$ cat config.mk
export PLATFORM = sky130hd
export DESIGN_NAME = timing_decode_unit
export DESIGN_NICKNAME = d
export VERILOG_FILES = /design/src/rtl/timing_decode_unit.sv
export SDC_FILE = /design/constraint.sdc
export NUM_CORES = 1
export LEC_CHECK = 0
export ABC_AREA = 1
export CORE_ASPECT_RATIO = 1.1
export CORE_MARGIN = 2
export CORE_UTILIZATION = 37
export DETAILED_ROUTE_END_ITERATION = 10
export HOLD_SLACK_MARGIN = 0.02
export PLACE_DENSITY = 0.94
export SYNTH_ARGS = -nofsm -noshare
export SYNTH_HDL_FRONTEND = slang
export SYNTH_SLANG_ARGS = --single-unit
$ cat constraint.sdc
create_clock -name CLK -period 2.95 [get_ports CLK]
set_clock_uncertainty 0.2 [all_clocks]
set_input_delay 0.59 -clock CLK [delete_from_list [all_inputs] [get_ports CLK]]
set_output_delay 0.59 -clock CLK [all_outputs]
set_load 0.05 [all_outputs]
$ cat src/rtl/timing_decode_unit.sv
// timing_decode_unit
//   Produces the timing and decode inputs of the 19-bit CPU control unit:
//   a 3-bit sequence counter (SC) presented as one-hot T-states, and one-hot
//   opcode / register-select decodes of an internally held instruction
//   register (IR). SC_CLR and LD_IR come back from the control unit.
//
// Ports
//   CLK        in   system clock, rising edge
//   RST        in   synchronous active-high reset
//   BUS        in   common bus, loaded into IR when LD_IR=1
//   LD_IR      in   load IR from BUS at the next edge (dropped while HALT=1)
//   SC_CLR     in   clear SC at the next edge (end of instruction)
//   HALT       in   freeze SC and IR (SC_CLR still wins)
//   T          out  one-hot T-state, T[k]=1 when SC==k
//   D1         out  one-hot decode of IR[18:16]
//   D2         out  one-hot decode of IR[15:12], zero unless D1[7]
//   Dv..Dz     out  one-hot decodes of IR[15:14], [13:12], [11:10], [9:8], [7:6]
//   IR         out  instruction register contents
//   INSTR_DONE out  one-cycle pulse the cycle after an accepted SC_CLR
//   SEQ_ERR    out  one-cycle pulse after a watchdog wrap from T_LAST
//
// All decode outputs are combinational from SC and IR only.
module timing_decode_unit #(
  parameter int T_LAST = 6,
  parameter int IR_W   = 19
) (
  input  logic            CLK,
  input  logic            RST,
  input  logic [IR_W-1:0] BUS,
  input  logic            LD_IR,
  input  logic            SC_CLR,
  input  logic            HALT,
  output logic [6:0]      T,
  output logic [7:0]      D1,
  output logic [15:0]     D2,
  output logic [3:0]      Dv,
  output logic [3:0]      Dw,
  output logic [3:0]      Dx,
  output logic [3:0]      Dy,
  output logic [3:0]      Dz,
  output logic [IR_W-1:0] IR,
  output logic            INSTR_DONE,
  output logic            SEQ_ERR
);

  localparam logic [2:0] T_LAST_SC = 3'(T_LAST);

  logic [2:0]      sc;
  logic [IR_W-1:0] ir;
  logic            instr_done;
  logic            seq_err;

  // Sequence counter, instruction register and the two status pulses.
  always_ff @(posedge CLK) begin
    if (RST) begin
      sc         <= 3'd0;
      ir         <= '0;
      instr_done <= 1'b0;
      seq_err    <= 1'b0;
    end else begin
      instr_done <= 1'b0;
      seq_err    <= 1'b0;
      if (SC_CLR) begin
        // End of instruction beats HALT so a halted CPU can still restart fetch.
        sc         <= 3'd0;
        instr_done <= 1'b1;
      end else if (HALT) begin
        sc <= sc;
      end else if (sc == T_LAST_SC) begin
        // Watchdog: an instruction ran off the end without clearing SC.
        sc      <= 3'd0;
        seq_err <= 1'b1;
      end else if (sc > T_LAST_SC) begin
        // Unreachable encodings recover silently.
        sc <= 3'd0;
      end else begin
        sc <= sc + 3'd1;
      end
      if (LD_IR && !HALT) begin
        ir <= BUS;
      end
    end
  end

  // Combinational decode of SC and IR.
  always_comb begin
    // Out-of-range SC still presents T0 so T is never all-zero.
    if (sc <= T_LAST_SC) begin
      T = 7'd1 << sc;
    end else begin
      T = 7'd1;
    end
    D1 = 8'd1 << ir[18:16];
    D2 = D1[7] ? (16'd1 << ir[15:12]) : 16'd0;
    Dv = 4'd1 << ir[15:14];
    Dw = 4'd1 << ir[13:12];
    Dx = 4'd1 << ir[11:10];
    Dy = 4'd1 << ir[9:8];
    Dz = 4'd1 << ir[7:6];
  end

  assign IR         = ir;
  assign INSTR_DONE = instr_done;
  assign SEQ_ERR    = seq_err;

endmodule
==> summary by stage, run 1 <==
STA
After layout, the worst path uses a little over nine tenths of the clock period. The number of setup violations in the final report is 0. The number of max-slew violations in the final report is 0. The final hold violation count came to 0. The headroom to the max-slew limit is 63.4%. Subtracting the final worst setup slack from the clock period gives 2.82 ns. For the pin with the worst max-slew slack, the measured transition is roughly 0.55 ns.

Static timing analysis puts the maximum clock frequency at approximately 360 MHz. Setup repair after global routing left no endpoint under its margin.

Floorplanning
The core box area is approximately 0.0034 mm^2. Measured along the x axis, the die boundary spans just over 60 um. The initial utilization of the core area, before any placement, comes to 39.0%. The standard-cell row count is 22. For this design the top-level I/O count stands at 96. The die covers approximately 0.0041 mm^2.

The die is about 67 um tall.

Route
The number of design-rule violations left by the first detailed-router iteration is 40. The total wire length after detailed routing is between 3000 and 4000 um. The post-detailed-route DRC marker count is 0. In the routed layout, each cell is associated on average with a via count of 4.53. The routed layout has about 1600 vias. The routed wire length per instance is roughly 11 um.

Before antenna repair, the detailed router went through 6 iterations. The residual antenna-violating net count after detailed routing is 0.

Logic synthesis
The synthesized design contains 24 register bits. In this run the mean area of a mapped cell was approximately 6.4 um^2. Counting distinct cell types in the post-synthesis netlist gives 22. Yosys printed 0 warnings. The gate count of the mapped netlist is 206.

The most used flip-flop cell after synthesis is sky130_fd_sc_hd__dfxtp_1. The top cell type by area accounts for a little over a third of the synthesized area. The fraction of registers with async set or reset after synthesis is 0%.

Sorting the synthesized cells by area gives the leading types as sky130_fd_sc_hd__dfxtp_1 (36%), sky130_fd_sc_hd__nor2_1 (22%), sky130_fd_sc_hd__inv_1 (8.2%). The most frequent cell after synthesis is sky130_fd_sc_hd__nor2_1. For this run, the register share of the synthesized area comes to 36.4%. Counting every net in the synthesized netlist gives 235.

The post-synthesis cell type with the largest combined area is sky130_fd_sc_hd__dfxtp_1. Counting flops with a built-in enable in the synthesized netlist gives 0. By count the netlist is led by sky130_fd_sc_hd__nor2_1 (77), sky130_fd_sc_hd__inv_1 (29), sky130_fd_sc_hd__dfxtp_1 (24). Summing every instance area after synthesis gives between 0.001 and 0.0015 mm^2.

Setup path
Along the worst path, the maximum fanout reaches 5. The worst setup path is of the register to primary output kind. The nature of the critical path endpoint is a primary output. At the worst endpoint, the required time is 2.16 ns.

For the worst setup path, the data arrival time is 2.03 ns. The startpoint type of the worst setup path is a register.

Clock tree
The longest clock path from root to sink contains 2 buffers. Clock-pin slew was measured on the worst setup and hold paths at 0.12 ns. CTS placed an instance of sky130_fd_sc_hd__clkbuf_4 at the clock tree root. At the later pin of the worst-skew pair, clock insertion delay measures a little under 0.3 ns. Buffers inserted during clock tree synthesis total 3. The H-tree depth reported by CTS is 1.

The clock net in this run drives a total of 24 sinks. TritonCTS built the clock tree.

Global route
The total congestion overflow after global routing is 0. The met2 capacity usage during global routing is 37.5%. Entering global routing, the biggest net connects 21 pins. The via count of the first global-routing pass is ~1400. The number of antenna violations at the first check in global routing was 0. The met1 routing resource usage after global routing is approximately 17%. The overall fraction of global-route tracks in use is a little under a fifth. The first global-routing pass estimated 5720 um of wire. Global routing used between 3 and 4% of the available met3 tracks.

The most heavily used metal layer in global routing is met2.

Place
The standard cell area after detailed placement is 0.00225 mm^2. The wire-length estimate of the detail-placed layout is around 3000 um. The count of buffers inserted at the top-level ports is 95. The weighted congestion reported at the end of routability-driven placement is between 0.7 and 0.8.

Power
The relative contribution of the clock network to total power is between 10% and 20%. In this run, flip-flops and latches consume a little over two fifths of the power. The power density over cell area is 377 mW/mm^2. The completed layout was analyzed and its total power is around 0.87 mW. Across the VDD grid, the largest voltage drop is 0.225 mV. The net switching fraction of the power is 38.2%. The analysis attributes to net switching a power of ~0.33 mW.

The combinational cell fraction of total power is about two fifths. The internal portion of the total power is around 0.54 mW. The leakage power summed over all cells is 1.13 nW.

Layout
From synthesis to final layout, the design area changed by 74.1%. The fraction of final layout cells sized beyond drive strength 1 is ~2.7%. For this run, the post-layout net count is 325. The final-layout fill cell count is 301. The design area is 0.00230 mm^2. The number of antenna diodes in the final layout is 0.

Worst hold path
The min-delay analysis places its worst path in the category register to register.

Run status
The run finished with clean final reports.

Job
Across the run, the number of max-cap violations was 0.
metrics by stage:
stage | setup slack (ns) | hold slack (ns) | instances | utilization, % | setup TNS, ns
6_report | 0.135 | 0.297 | 343 | 67.9 | 0
5_1_grt | 0.0139 | 0.322 | 343 | 67.9 | 0
4_1_cts | 0.000749 | 0.299 | 343 | 67.2 | 0
3_5_place_dp | 0.279 | 0.274 | 339 | 66.4 | 0
3_3_place_gp | 0.374 | 0.264 | 339 | 66.4 | 0
2_1_floorplan | -0.170 | 0.288 | 206 | - | -1.36
power groups by stage:
stage	logic [mW]	registers, mW	clock network [mW]
after CTS	0.339	0.367	0.174
after detailed placement	0.338	0.374	0
after floorplan	0.167	0.427	0
final	0.337	0.367	0.164
after global routing	0.356	0.371	0.189
after global placement	0.334	0.372	0
routing by layer:
layer / wire [um] / share of wire [%]
met1: 1430 / 38
met2: 2020 / 54
met3: 266 / 7.1
met4: 19 / 0.51
met5: 0 / 0
critical path, stage by stage, from the launching register on:
cell                              delay [ns]
sky130_fd_sc_hd__dfxtp_1                0.44
sky130_fd_sc_hd__inv_1                  0.09
sky130_fd_sc_hd__ha_1                   0.24
sky130_fd_sc_hd__o22ai_1                0.14
sky130_fd_sc_hd__clkdlybuf4s50_1        0.83
flip-flops by register name, summed over array words and instances (netlist names):
| signal | flops |
|---|---|
| INSTR_DONE | 1 |
| IR | 19 |
| SEQ_ERR | 1 |
| sc | 3 |
final timing paths:
kind / to / cells past startpoint / slack (ns) / start
worst max register to register: sc[0] / 5 / 1.54 / sc[0]
worst min register to register: IR[1] / 2 / 0.30 / IR[1]
worst min-delay path: IR[1] / 2 / 0.30 / IR[1]
worst max-delay path: T[0] / 4 / 0.13 / sc[0]
layout by cell type (no fill, tap or decap), drive strengths merged:
master / synthesis / layout
o21ai: 19 / 19
nor3: 11 / 11
nand2: 20 / 20
ha: 5 / 5
inv: 31 / 31
clkbuf: 1 / 4
dlygate4sd2: 0 / 8
nand3: 3 / 3
a21oi: 3 / 3
nor2: 77 / 77
o22ai: 1 / 1
dlymetal6s2s: 0 / 9
clkdlybuf4s50: 0 / 78
nand4: 2 / 2
dfxtp: 24 / 24
area by class of cell:
type	instances	area, um^2	area share (%)
sequential	24	480	20.9
tap	48	60.1	2.61
multi-input combinational	141	637	27.7
clock buffer	4	36.3	1.58
inverter	31	121	5.28
timing repair buffer	95	963	41.9
cells by family (layout without fill, tap and decap cells):
| family | after synthesis | count (layout) | share of synthesized area (%) |
|---|---|---|---|
| and+or+nand+nor | 113 | 113 | 34.4 |
| buffers and inverters | 41 | 130 | 15.4 |
| DFF | 24 | 24 | 36.4 |
| AOI/OAI and AO/OA | 23 | 23 | 9.10 |
| adders and majority gates | 5 | 5 | 4.74 |
what timing repair did:
action / in CTS / in global routing
hold endpoints to repair: 0 / 0
resized for setup: 8 / 9
setup buffers: 0 / 0
setup endpoints to repair: 8 / 9
hold buffers: 0 / 0
cloned: 0 / 0
(Power assumes the default switching activity.)
==> run 2, diff against run 1 <==
Settings changed: GPL_ROUTABILITY_DRIVEN set to 0, SKIP_LAST_GASP set to 1.
==> results of run 2 <==
No change in the layout: final DEF, timing and power equal those of run 1.
==> run 3, diff against run 2 <==
Settings changed: PLACE_DENSITY 0.94 to 0.92.
==> summary by stage, run 3 (synthesis gave the netlist of run 1 again) <==
Run status
The run finished with clean final reports.

Floorplanning
The effective utilization at floorplan came to 39.0% (unchanged). The die width is 61.0 um (unchanged). The core box area is 0.00339 mm^2 (unchanged).

The standard-cell row count is 22 (unchanged). The die height is 66.6 um (unchanged). The I/O pin count came to 96 (unchanged). The full die area is 0.00406 mm^2 (unchanged).

Power
The relative contribution of the clock network to total power is 25.3% (+6.4 points). The total design power is 0.940 mW (+8.3%). The leakage power summed over all cells was 1.08 nW (-5.1%).

The worst voltage drop across the vdd grid is 0.321 mV (+43%). The combinational cell fraction of total power is 35.7% (-3.1 points). The register share of total power is 39.0% (-3.3 points).

The net switching power was 0.342 mW (+3.1%). The design internal power was 0.598 mW (+12%). The net switching fraction of the power was 36.4% (-1.9 points). The power density over cell area was 410 mW/mm^2 (+8.5%).

Route
The overall via count from detail_route is 1546 (-0.45%). The routed via count divided by cell count is 4.51 (-0.45%). The routed wire length per instance came to 10.6 um (-2.7%).

The residual antenna-violating net count after detailed routing is 0 (unchanged). The total wire length after detailed routing was 3640 um (-2.7%). The detailed-router iteration count before antenna repair was 4 (-2). The post-detailed-route DRC marker count is 0 (unchanged).

The number of design-rule violations left by the first detailed-router iteration is 36 (-10%).

Setup path
The worst setup path is of the register to primary output kind. STA classifies the critical path startpoint as a register. The required arrival time at the worst endpoint is 2.16 ns (about the same). The largest fanout on the critical path is 5 (unchanged). The nature of the critical path endpoint is a primary output. The data arrival time of the critical path is 2.04 ns (about the same).

Clock tree
The clock latency reported for the late side of the worst-skew pair was 0.31 ns (+0.02 ns). The register clock-pin slew on the reported worst setup and hold paths is 0.13 ns (about the same). The number of clock sinks seen by CTS is 24 (unchanged).

The root buffer cell chosen for the clock tree is sky130_fd_sc_hd__clkbuf_4. The count of buffers added by post-CTS timing repair for setup is 0 (unchanged). The H-tree depth reported by CTS is 1 (unchanged). The number of buffers added by the clock tree synthesis step is 3 (unchanged). The maximum clock path buffer count came to 2 (unchanged). The clock tree from TritonCTS is done. The hold-fix buffer count after cts was 0 (unchanged).

Layout
From synthesis to final layout, the design area changed by 73.8%. The number of antenna cells inserted was 0 (unchanged). The flip-flop count of the largest register, all copies and words added is 19 (unchanged). The final core utilization is 67.8% (-0.11 points). The library cells used most frequently in the layout, excluding fill and tap cells, are sky130_fd_sc_hd__nor2_1 (77), sky130_fd_sc_hd__clkdlybuf4s50_1 (77), sky130_fd_sc_hd__inv_1 (29), sky130_fd_sc_hd__dfxtp_1 (24), sky130_fd_sc_hd__nand2_1 (19). The fraction of final layout cells sized beyond drive strength 1 is 2.71% (unchanged).

The number of nets in the finished design came to 325 (unchanged).

STA
The final worst slack is 0.118 ns (-0.0169 ns). The number of max-slew violations in the final report is 0 (unchanged). The minimum clock period came to 2.83 ns (+0.0169 ns).

The maximum clock frequency is 353 MHz (-0.60%). The post-route clock period utilization is 96.0% (+0.57 points). Setup repair after global routing left no endpoint under its margin. The slew at the pin closest to its max-slew limit is 0.581 ns (+0.0322 ns). The final hold violation count is 0 (unchanged). The headroom to the max-slew limit is 61.2% (-2.2 points). The number of setup violations in the final report was 0 (unchanged).

Global route
The maximum number of pins on one net before global-route repair came to 21 (unchanged). The global-route wire length before repair came to 5620 um (-1.8%). The overall fraction of global-route tracks in use came to 17.9% (-0.28 points).

The via count of the first global-routing pass came to 1323 (-2.6%). The number of antenna violations at the first check in global routing is 0 (unchanged). The total congestion overflow after global routing is 0 (unchanged).

Place
The worst slack at placement is 0.259 ns (-0.0201 ns). The count of buffers inserted at the top-level ports is 95 (unchanged). The estimated wirelength of the detail-placed design is 2950 um (-1.0%).

Worst hold path
In this run the worst hold path is classified as register to register.

Job
The max capacitance violation total was 0 (unchanged).
[run 3: critical path: stages, from the launching register on]
cell and delay, ns:
sky130_fd_sc_hd__dfxtp_1 0.43, sky130_fd_sc_hd__inv_1 0.09, sky130_fd_sc_hd__ha_1 0.25, sky130_fd_sc_hd__o22ai_1 0.14
sky130_fd_sc_hd__clkdlybuf4s50_1 0.82
[run 3: area by class of cell]
cell class	count	area, um^2
tap	48	60.1
inverter	31	121
multi-input combinational	141	637
clock buffer	3	22.5
sequential	24	480
fill	316	1090
clock inverter	1	30.0
timing repair buffer	95	943
[run 3: worst paths after layout]
check / start / to / slack (ns) / cells after the start
worst min register to register: IR[4] / IR[4] / 0.30 / 2
worst max register to register: sc[2] / sc[2] / 1.53 / 5
worst max-delay path: sc[0] / T[0] / 0.12 / 4
worst min-delay path: IR[4] / IR[4] / 0.30 / 2
[run 3: power by group through the flow]
| stage | Sequential (mW) | Clock (mW) | Combinational, mW |
|---|---|---|---|
| 2_1_floorplan | 0.427 | 0 | 0.167 |
| 3_3_place_gp | 0.373 | 0 | 0.334 |
| 3_5_place_dp | 0.374 | 0 | 0.337 |
| 4_1_cts | 0.367 | 0.243 | 0.338 |
| 5_1_grt | 0.371 | 0.261 | 0.356 |
| 6_report | 0.367 | 0.238 | 0.335 |
[run 3: per-stage QoR]
| stage | area, um^2 | std cells | hold slack [ns] | setup TNS, ns |
|---|---|---|---|---|
| 3_5_place_dp | 2250 | 339 | 0.271 | 0 |
| 4_1_cts | 2280 | 343 | 0.297 | 0 |
| 2_1_floorplan | 1320 | 206 | 0.288 | -1.36 |
| 5_1_grt | 2290 | 343 | 0.321 | 0 |
| 3_3_place_gp | 2250 | 339 | 0.265 | 0 |
| 6_report | 2290 | 343 | 0.295 | 0 |
[run 3: metal layers]
layer | track usage, % | vias to the layer above | wire, um
li1 | - | 801 | -
met1 | 17.7 | 682 | 1380
met2 | 36.7 | 59 | 1940
met3 | 2.91 | 4 | 278
met4 | 4.62 | 0 | 31
met5 | 0 | - | 0
[run 3: timing repair]
item / in CTS / in global routing
cloned: 0 / 0
endpoints found under the setup margin: 14 / 4
resized for setup: 14 / 4
